--- src/rtl/rxd_ext.sv ---
// Parametrised UART receiver: two-flop synchroniser, oversampled 3-sample majority vote,
// configurable data width, parity and stop bits, with per-frame parity/framing/break status.
module rxd_ext #(
  parameter int SCYCLE     = 50_000_000,
  parameter int BAUDRATE   = 9600,
  parameter int DATABITS   = 8,
  parameter int PARITY     = 0,
  parameter int STOPBITS   = 1,
  parameter int OVERSAMPLE = 16
) (
  input  logic                CLK,
  input  logic                RESET,
  input  logic                RX,
  output logic [DATABITS-1:0] RXDATA,
  output logic                RXVALID,
  output logic                RXBUSY,
  output logic                PERR,
  output logic                FERR,
  output logic                BREAKDET
);

  localparam int DIV_RAW = SCYCLE / (BAUDRATE * OVERSAMPLE);
  localparam int DIV     = (DIV_RAW > 0) ? DIV_RAW : 1;
  localparam int DW      = (DIV > 1) ? $clog2(DIV) : 1;
  localparam int TW      = $clog2(OVERSAMPLE);
  localparam int M       = OVERSAMPLE / 2;

  localparam logic [DW-1:0] DIV_LAST  = DW'(DIV - 1);
  localparam logic [TW-1:0] T_SAMP0   = TW'(M - 2);
  localparam logic [TW-1:0] T_SAMP1   = TW'(M - 1);
  localparam logic [TW-1:0] T_VOTE    = TW'(M);
  localparam logic [TW-1:0] T_LAST    = TW'(OVERSAMPLE - 1);
  localparam logic [3:0]    DATA_LAST = 4'(DATABITS - 1);
  localparam logic [3:0]    STOP_LAST = 4'(STOPBITS - 1);

  typedef enum logic [2:0] {
    S_IDLE,
    S_START,
    S_DATA,
    S_PAR,
    S_STOP,
    S_WAITIDLE
  } state_t;

  state_t              state_q, state_d;
  logic                rx_meta_q, rx_meta_d;
  logic                rxs_q, rxs_d;
  logic                rxs_prev_q, rxs_prev_d;
  logic [DW-1:0]       div_cnt_q, div_cnt_d;
  logic [TW-1:0]       tick_cnt_q, tick_cnt_d;
  logic [1:0]          samp_q, samp_d;
  logic [3:0]          bit_cnt_q, bit_cnt_d;
  logic [DATABITS-1:0] shift_q, shift_d;
  logic                par_q, par_d;
  logic                ferr_acc_q, ferr_acc_d;
  logic                ones_acc_q, ones_acc_d;
  logic [DATABITS-1:0] rxdata_q, rxdata_d;
  logic                rxvalid_q, rxvalid_d;
  logic                rxbusy_q, rxbusy_d;
  logic                perr_q, perr_d;
  logic                ferr_q, ferr_d;
  logic                breakdet_q, breakdet_d;

  logic fall, tick, vote, vote_tick, bit_end;
  logic parity_x, ferr_now, ones_now;

  // NOTE: every _d starts from its _q (or a fixed value) before any branch, so no latch is inferred.
  always_comb begin
    fall      = rxs_prev_q & ~rxs_q;
    tick      = (div_cnt_q == DIV_LAST);
    vote      = (samp_q[0] & samp_q[1]) | (samp_q[0] & rxs_q) | (samp_q[1] & rxs_q);
    vote_tick = tick && (tick_cnt_q == T_VOTE);
    bit_end   = tick && (tick_cnt_q == T_LAST);
    parity_x  = (^shift_q) ^ par_q;
    ferr_now  = ferr_acc_q | ~vote;
    ones_now  = ones_acc_q | vote;

    state_d    = state_q;
    rx_meta_d  = RX;
    rxs_d      = rx_meta_q;
    rxs_prev_d = rxs_q;
    samp_d     = samp_q;
    bit_cnt_d  = bit_cnt_q;
    shift_d    = shift_q;
    par_d      = par_q;
    ferr_acc_d = ferr_acc_q;
    ones_acc_d = ones_acc_q;
    rxdata_d   = rxdata_q;
    rxvalid_d  = 1'b0;
    rxbusy_d   = rxbusy_q;
    perr_d     = perr_q;
    ferr_d     = ferr_q;
    breakdet_d = breakdet_q;

    if (tick) begin
      div_cnt_d  = '0;
      tick_cnt_d = (tick_cnt_q == T_LAST) ? '0 : tick_cnt_q + 1'b1;
    end else begin
      div_cnt_d  = div_cnt_q + 1'b1;
      tick_cnt_d = tick_cnt_q;
    end
    if (tick && (tick_cnt_q == T_SAMP0)) samp_d[0] = rxs_q;
    if (tick && (tick_cnt_q == T_SAMP1)) samp_d[1] = rxs_q;

    unique case (state_q)
      S_IDLE: begin
        rxbusy_d = 1'b0;
        if (fall) begin
          // Re-phase the bit timing to the detected start edge.
          state_d    = S_START;
          rxbusy_d   = 1'b1;
          div_cnt_d  = '0;
          tick_cnt_d = '0;
          ferr_acc_d = 1'b0;
          ones_acc_d = 1'b0;
        end
      end
      S_START: begin
        if (vote_tick && vote) begin
          state_d  = S_IDLE;
          rxbusy_d = 1'b0;
        end else if (bit_end) begin
          state_d   = S_DATA;
          bit_cnt_d = '0;
        end
      end
      S_DATA: begin
        if (vote_tick) begin
          shift_d    = {vote, shift_q[DATABITS-1:1]};
          ones_acc_d = ones_now;
        end else if (bit_end) begin
          if (bit_cnt_q == DATA_LAST) begin
            state_d   = (PARITY != 0) ? S_PAR : S_STOP;
            bit_cnt_d = '0;
          end else begin
            bit_cnt_d = bit_cnt_q + 1'b1;
          end
        end
      end
      S_PAR: begin
        if (vote_tick) begin
          par_d      = vote;
          ones_acc_d = ones_now;
        end else if (bit_end) begin
          state_d   = S_STOP;
          bit_cnt_d = '0;
        end
      end
      S_STOP: begin
        if (vote_tick) begin
          ferr_acc_d = ferr_now;
          ones_acc_d = ones_now;
          // The frame completes at the vote of the last stop bit, not at its end.
          if (bit_cnt_q == STOP_LAST) begin
            rxvalid_d  = 1'b1;
            rxdata_d   = shift_q;
            perr_d     = (PARITY == 0) ? 1'b0 : ((PARITY == 2) ? parity_x : ~parity_x);
            ferr_d     = ferr_now;
            breakdet_d = ~ones_now;
            state_d    = ferr_now ? S_WAITIDLE : S_IDLE;
          end
        end else if (bit_end) begin
          bit_cnt_d = bit_cnt_q + 1'b1;
        end
      end
      S_WAITIDLE: begin
        rxbusy_d = 1'b0;
        if (rxs_q) state_d = S_IDLE;
      end
      default: begin
        state_d  = S_IDLE;
        rxbusy_d = 1'b0;
      end
    endcase
  end

  // NOTE: sequential state uses non-blocking assignments only; all next-state math lives above.
  always_ff @(posedge CLK or negedge RESET) begin
    if (!RESET) begin
      state_q    <= S_IDLE;
      rx_meta_q  <= 1'b1;
      rxs_q      <= 1'b1;
      rxs_prev_q <= 1'b1;
      div_cnt_q  <= '0;
      tick_cnt_q <= '0;
      samp_q     <= '0;
      bit_cnt_q  <= '0;
      shift_q    <= '0;
      par_q      <= 1'b0;
      ferr_acc_q <= 1'b0;
      ones_acc_q <= 1'b0;
      rxdata_q   <= '0;
      rxvalid_q  <= 1'b0;
      rxbusy_q   <= 1'b0;
      perr_q     <= 1'b0;
      ferr_q     <= 1'b0;
      breakdet_q <= 1'b0;
    end else begin
      state_q    <= state_d;
      rx_meta_q  <= rx_meta_d;
      rxs_q      <= rxs_d;
      rxs_prev_q <= rxs_prev_d;
      div_cnt_q  <= div_cnt_d;
      tick_cnt_q <= tick_cnt_d;
      samp_q     <= samp_d;
      bit_cnt_q  <= bit_cnt_d;
      shift_q    <= shift_d;
      par_q      <= par_d;
      ferr_acc_q <= ferr_acc_d;
      ones_acc_q <= ones_acc_d;
      rxdata_q   <= rxdata_d;
      rxvalid_q  <= rxvalid_d;
      rxbusy_q   <= rxbusy_d;
      perr_q     <= perr_d;
      ferr_q     <= ferr_d;
      breakdet_q <= breakdet_d;
    end
  end

  assign RXDATA   = rxdata_q;
  assign RXVALID  = rxvalid_q;
  assign RXBUSY   = rxbusy_q;
  assign PERR     = perr_q;
  assign FERR     = ferr_q;
  assign BREAKDET = breakdet_q;

endmodule
--- config.mk ---
export PLATFORM = sky130hd
export DESIGN_NAME = rxd_ext
export DESIGN_NICKNAME = d
export VERILOG_FILES = /design/src/rtl/rxd_ext.sv
export SDC_FILE = /design/constraint.sdc
export NUM_CORES = 1
export LEC_CHECK = 0
export CAP_MARGIN = 20
export CELL_PAD_IN_SITES_DETAIL_PLACEMENT = 0
export CELL_PAD_IN_SITES_GLOBAL_PLACEMENT = 1
export CORE_MARGIN = 4
export CORE_UTILIZATION = 52
export CTS_BUF_LIST = sky130_fd_sc_hd__clkbuf_8
export CTS_CLUSTER_DIAMETER = 150
export DETAILED_ROUTE_END_ITERATION = 12
export PLACE_DENSITY_LB_ADDON = 0.1
export SYNTH_ARGS = -nofsm -noshare
export SYNTH_HDL_FRONTEND = slang
export SYNTH_SLANG_ARGS = --single-unit
export TNS_END_PERCENT = 100
--- constraint.sdc ---
create_clock -name CLK -period 3.1 [get_ports CLK]
set_clock_uncertainty 0.1 [all_clocks]
set_input_delay 0.31 -clock CLK [delete_from_list [all_inputs] [get_ports CLK]]
set_output_delay 0.31 -clock CLK [all_outputs]
set_load 0.005 [all_outputs]
==> key figures, run 1 <==
Critical path
  • Crit path launch type: flip-flop
  • Reg2reg start: div_cnt_q[0]
  • WP data arrival: 2.34 ns
  • CP required: 3.20 ns
  • Worst Setup SP: div_cnt_q[0]
  • Setup crit end kind: flip-flop
  • Worst Path Class, Setup: flip-flop to flip-flop
  • Critical-path maximum fanout: 10

Detailed routing
  • Final ANT Viol Nets: 0
  • Iteration count of the initial detailed-routing pass: 4
  • DRT iter0 DRCs: 99
  • Routed WL: 4.13 mm
  • WL per Instance: 15.1 µm
  • Number of vias per cell: 5.60
  • Via count: 1528
  • DR DRC count: 0

Timing
  • RSZ-0062 raised after global routing: false
  • Setup violations, final: 0
  • Slew HR: 62.3%
  • Setup TNS: 0 ns
  • Final Cycle Share: 72.3%
  • Final Hold Vio Count: 0
  • F_max: 446 MHz
  • Worst Max-Slew Pin Slew: 0.565 ns
  • Fin crit period: 2.24 ns
  • PnR worst setup slack: 0.859 ns
  • Pins Over Slew Limit: 0

Clocking
  • Register clock-pin slew on the reported worst setup and hold paths: 0.09 ns
  • Clock buffer depth: 2
  • H-tree levels: 2
  • Worst-Skew Late Latency: 0.30 ns
  • Post-cts resize count: 0
  • CTS Sinks: 47
  • Clock Root Buffer: clkbuf_8
  • Cts bufs inserted: 5
  • CTS tree: done

Final layout
  • Layout Cells excl Fill: 273
  • Finished Cell Area: 2570 µm²
  • Layout cells sized above 1: 17.5%
  • Diodes inserted: 0
  • Layout Area Growth over Synthesis: 13.2%
  • Layout net count: 232
  • Fin util: 62.6%

Hold path
  • Min-delay src: rx_meta_q
  • Hold Crit Class: flip-flop to flip-flop

Synthesis
  • Mean post-synth cell area: 11.0 µm²
  • Synthesized area: 2270 µm²
  • Synth Register Bits: 47
  • Synth warn: 0
  • Synth Flop Type: dfrtp_1
  • Count of cell types in the netlist: 47
  • Post-synthesis async set-or-reset flop share: 100%
  • Register area share after synthesis: 51.9%
  • Post-Syn Instances: 206
  • Post-synth EDFFs: 0
  • Synthesized Nets: 216

GRT
  • Largest net degree at the start of global routing: 48
  • Total grt overflow: 0
  • Number of antenna violations at the first check in global routing: 0
  • Global-route wire length before repair: 7.08 mm
  • Vias in the first global route: 1484
  • Overall global routing resource usage: 17.1%

Die
  • Initial Utilization: 55.3%
  • DIE WIDTH: 74.1 µm
  • Die Area: 5500 µm²
  • Core footprint: 4120 µm²
  • Chip height: 74.1 µm
  • I/O Pins: 16
  • Site Rows: 23

Placed design
  • Post-place setup slack: 0.871 ns
  • Final Wtd Congestion: 0.850
  • Detail Placement HPWL: 2.88 mm
  • I/O Buffers: 14
  • Dpl cells: 263
  • Post-placement cell area: 2430 µm²

Run status
  • Status: finished, final reports clean

Power and ir drop
  • Pwr Density: 616 nW/µm²
  • Leak Pwr: 1.23 nW
  • VDD IR max: 434 µV

Run
  • Max-cap violations: 0
==> timing repair <==
action	CTS	global route
setup endpoints to repair	0	0
hold buffers	0	1
setup buffers	0	0
hold endpoints to repair	0	19
==> metrics by stage <==
step / hold slack (ns) / power, W
after detailed placement: 0.248 / 0.00113
after global routing: 0.263 / 0.00168
final: 0.261 / 0.00159
after global placement: 0.246 / 0.00111
after CTS: 0.111 / 0.00159
after floorplan: -0.0856 / 0.00104
==> Yosys cell counts (2+ instances only) <==
cell	number	share of area, %
nand3_1	9	2.0
ha_1	7	3.9
and3_1	4	1.1
nand2b_1	2	0.55
nor2_1	18	3.0
a21boi_0	2	0.66
dfrtp_1	44	48
a21o_1	2	0.66
nand4_1	2	0.55
and2_1	4	1.1
and3b_1	2	0.77
nor3_1	4	0.88
clkbuf_1	2	0.33
and4bb_1	2	1.1
dfstp_2	3	3.5
xor2_1	7	2.7
o21ai_0	8	1.8
o21a_1	2	0.66
mux2_2	18	8.9
inv_1	8	1.3
mux2_1	2	0.99
nor2b_1	2	0.55
a21oi_1	9	2.0
nor3b_2	2	1.1
nor3b_1	2	0.66
nand2_1	18	3.0
==> worst max-delay path: stages, from the launching register on <==
cell	delay, ns
dfrtp_1	0.45
inv_1	0.08
ha_1	0.13
and4bb_1	0.38
nand4_4	0.16
nor2_2	0.42
mux2_2	0.40
==> final cells by class <==
class / count / area (µm²)
Fill cell: 332 / 1540
Sequential cell: 47 / 1180
Multi-Input combinational cell: 144 / 1020
Timing Repair Buffer: 16 / 165
Clock buffer: 5 / 68.8
Tap cell: 50 / 62.6
Clock inverter: 3 / 46.3
Inverter: 8 / 30.0
==> report_power, final <==
group	internal [W]	total, W	switching, W	leakage, nW
logic	0.000162	0.000343	0.000180	0.539
clock network	0.000243	0.000463	0.000220	0.0548
registers	0.000680	0.000780	0.0000999	0.633
total	0.00109	0.00159	0.000500	1.23
==> flip-flops by register name, summed over array words and instances, names as in the netlist <==
register and flops:
BREAKDET 1, FERR 1, RXBUSY 1, RXDATA 8
RXVALID 1, bit_cnt_q 4, div_cnt_q 9, ferr_acc_q 1
ones_acc_q 1, rx_meta_q 1, rxs_prev_d 1, rxs_prev_q 1
samp_q 2, shift_q 8, state_q 3, tick_cnt_q 4
==> cell usage in the layout, fill, tap and decap left out, types with 2 or more instances in the layout <==
cell type	instances
dfrtp_1	44
nor2_1	18
nand2_1	18
mux2_2	18
clkdlybuf4s50_1	13
a21oi_1	9
nand3_1	9
inv_1	8
o21ai_0	8
xor2_1	7
ha_1	7
clkbuf_8	5
and2_1	4
and3_1	4
nor3_1	4
dfstp_2	3
nor3b_1	2
and4bb_1	2
nand4_1	2
and3b_1	2
nor3b_2	2
a21o_1	2
nand2b_1	2
mux2_1	2
nor2b_1	2
o21a_1	2
a21boi_0	2
==> cell families (layout without fill, tap and decap cells) <==
logic type | Yosys count | in the layout | synth area share, %
compound gates | 33 | 33 | 9.74
fa+ha+maj | 7 | 7 | 3.85
xor+xnor | 8 | 8 | 3.08
mux | 20 | 20 | 9.90
flops | 47 | 47 | 51.9
simple gates | 75 | 75 | 18.2
buf+inv | 15 | 32 | 3.19
other cells | 1 | 1 | 0.165
==> worst paths after layout <==
path | slack (ns) | cells past startpoint | end
setup / recovery | 0.86 | 6 | RXDATA[5]
hold / removal | 0.26 | 0 | rxs_prev_d
setup reg to reg | 0.86 | 6 | RXDATA[5]
hold reg to reg | 0.26 | 0 | rxs_prev_d
max in group asynchronous | 1.91 | 3 | rxs_prev_d
min in group asynchronous | 0.40 | 2 | RXBUSY
==> layer usage <==
metal	wire length, µm	part of all wire, %	track usage [%]	vias to the layer above
met5	0	0	0	-
met4	57	1.4	5.63	0
met3	111	2.7	4.32	6
met2	1890	46	26.3	23
met1	2070	50	23.9	752
li1	-	-	-	747
(Power assumes the default switching activity.)
==> run 2, diff against run 1 <==
CORE_UTILIZATION = 44   (was 52)
clock period = 1.9 ns   (was 3.1 ns; I/O delays follow)
==> run 2 against run 1 <==
- hold slack got worse by 0.070 ns
- clock-buffer cell count did not move
- sequential share of layout area fell by 6.8 points
- critical endpoint is now state_q[2]
- final cell count rose by 21%
- die area rose by 16%
- sequential cell count did not move
- clock power rose by 40%
- sequential power rose by 54%
- worst setup slack got worse by 0.99 ns
- the run now ends with setup timing left
- maximum frequency rose by 11%
==> key figures, run 2 (synthesis gave the netlist of run 1 again) <==
GRT
  • Global-route wire length before repair: 8.43 mm (+19%)
  • Vias in the first global route: 1829 (+23%)
  • Largest net degree at the start of global routing: 25 (-48%)
  • Overall global routing resource usage: 17.0% (-0.16 points)
  • Number of antenna violations at the first check in global routing: 0 (unchanged)
  • Total grt overflow: 0 (unchanged)

Power and ir drop
  • Leak Pwr: 1.43 nW (+17%)
  • VDD IR max: 649 µV (+49%)
  • Pwr Density: 938 nW/µm² (+52%)

Critical path
  • Setup crit end kind: flip-flop
  • Worst Setup SP: bit_cnt_q[0]
  • Crit path largest cell delay: 0.42 ns (-0.03 ns)
  • Crit path launch type: flip-flop
  • R2R depth: 8 (+2)
  • Reg2reg start: bit_cnt_q[0]
  • R2R setup slack: -0.13 ns (-0.99 ns)
  • R2R Path End: state_q[2]
  • CP endpoint: state_q[2]
  • WP data arrival: 2.13 ns (-0.21 ns)
  • CP required: 2.00 ns (-1.20 ns)
  • Worst Path Class, Setup: flip-flop to flip-flop
  • Critical-path maximum fanout: 4 (-6)
  • Slowest stage cell on the critical path: dfrtp_1
  • Cells along the critical path: inv_1, ha_2, nor3b_4, buf_6, nand4_4, a211oi_4, o21ai_2, mux2_4

Final layout
  • Layout net count: 272 (+17%)
  • Diodes inserted: 0 (unchanged)
  • Max reg flops: 9 (unchanged)
  • Layout cells sized above 1: 35.0% (+17 points)
  • Fin util: 62.0% (-0.55 points)
  • Most frequent cells in the layout: 44 x dfrtp_1, 36 x buf_4, 18 x nand2_1, 17 x nor2_1, 13 x clkdlybuf4s50_1
  • Top reg by flops: div_cnt_q
  • Layout Cells excl Fill: 330 (+21%)
  • Commonest non-fill, non-tap cell in the layout: dfrtp_1
  • Layout Area Growth over Synthesis: 33.1%

Die
  • Die Area: 6380 µm² (+16%)
  • Core footprint: 4880 µm² (+19%)
  • I/O Pins: 16 (unchanged)
  • Chip height: 79.9 µm (+7.8%)
  • Initial Utilization: 46.6% (-8.7 points)
  • DIE WIDTH: 79.9 µm (+7.8%)
  • Site Rows: 25 (+8.7%)

Detailed routing
  • WL per Instance: 15.1 µm (-0.14%)
  • DR DRC count: 0 (unchanged)
  • Routed WL: 4.98 mm (+21%)
  • Number of vias per cell: 5.23 (-6.6%)
  • DRT iter0 DRCs: 81 (-18%)
  • Final ANT Viol Nets: 0 (unchanged)
  • Via count: 1725 (+13%)
  • Iteration count of the initial detailed-routing pass: 4 (unchanged)

Timing
  • PnR worst setup slack: -0.127 ns (-0.986 ns)
  • Final Cycle Share: 107% (+34 points)
  • Setup TNS: -0.771 ns (-0.771 ns)
  • RSZ-0062 raised after global routing: true
  • Worst Max-Slew Pin Slew: 0.557 ns (-0.00782 ns)
  • Fin crit period: 2.03 ns (-0.214 ns)
  • Setup violations, final: 12 (+12)
  • F_max: 493 MHz (+11%)
  • Pins Over Slew Limit: 0 (unchanged)
  • Final Hold Vio Count: 0 (unchanged)
  • Slew HR: 62.8% (+0.56 points)
  • Hold_ws: 0.192 ns (-0.0696 ns)

Run status
  • Status: finished with violations
  • Failing checks: setup timing

Clocking
  • Worst-Skew Late Latency: 0.30 ns (about the same)
  • Clock Root Buffer: clkbuf_8
  • H-tree levels: 2 (unchanged)
  • Cts bufs inserted: 5 (unchanged)
  • CTS Sinks: 47 (unchanged)
  • CTS tree: done
  • Clock buffer depth: 2 (unchanged)
  • Register clock-pin slew on the reported worst setup and hold paths: 0.10 ns (about the same)

Placed design
  • Final Wtd Congestion: 0.835 (-1.8%)
  • Detail Placement HPWL: 3.42 mm (+19%)
  • I/O Buffers: 14 (unchanged)
  • Dpl cells: 310 (+18%)

Hold path
  • Hold Crit Class: input pin to flip-flop

Run
  • Max-cap violations: 0 (unchanged)
==> run 2: through the flow <==
stage / setup slack [ns] / cell area (µm²) / total power [W]
after global placement: -0.0794 / 2690 / 0.00201
after CTS: -0.0881 / 2920 / 0.00284
after floorplan: -0.0167 / 2290 / 0.00171
after global routing: -0.217 / 3030 / 0.00301
after detailed placement: -0.169 / 2690 / 0.00204
final: -0.127 / 3030 / 0.00284
==> run 2: cell type report <==
cell class	instances	area [µm²]
Fill cell	401	1850
Sequential cell	47	1180
Multi-Input combinational cell	144	1160
Timing Repair Buffer	56	480
Tap cell	67	83.8
Clock buffer	5	68.8
Inverter	8	30.0
Clock inverter	3	27.5
==> run 2: worst min path at each step <==
| stage | startpoint | to | slack (ns) | cells past startpoint |
|---|---|---|---|---|
| after floorplan | RESET | BREAKDET | -0.21 | 0 |
| after global placement | RESET | tick_cnt_q[1] | 0.11 | 1 |
| after detailed placement | RESET | tick_cnt_q[1] | 0.12 | 1 |
| after CTS | RX | rx_meta_q | 0.19 | 1 |
| after global routing | RX | rx_meta_q | 0.20 | 1 |
| final | RX | rx_meta_q | 0.19 | 1 |
==> run 2: critical path, delay by kind of cell (launching register included) <==
| family | cells | cell delay (ns) |
|---|---|---|
| buf+inv | 2 | 0.22 |
| simple gates | 2 | 0.33 |
| fa+ha+maj | 1 | 0.17 |
| flops | 1 | 0.42 |
| compound gates | 2 | 0.38 |
| mux | 1 | 0.31 |
==> run 2: report_power, final <==
part | internal, W | switching, W | total, W
logic | 0.000499 | 0.000490 | 0.000989
registers | 0.00111 | 0.0000902 | 0.00120
clock network | 0.000273 | 0.000375 | 0.000648
total | 0.00188 | 0.000956 | 0.00284
==> run 2: repair_timing <==
action / in CTS / in global routing
hold buffers: 1 / 0
gates resized for setup: 14 / 21
hold endpoints to repair: 21 / 0
endpoints found under the setup margin: 23 / 27
buffers inserted: 7 / 5
pin swaps: 5 / 6
==> run 2: layer usage <==
metal,global-route usage (%),share of wire [%],vias to the layer above
li1,-,-,827
met1,21.5,46,858
met2,28.6,49,31
met3,3.50,3.2,9
met4,6.08,1.8,0
met5,0,0,-
==> run 3, diff against run 2 <==
CAP_MARGIN = default   (was 20)
==> results of run 3 <==
Same layout as run 2: the final DEF is identical, and so are final timing and power.
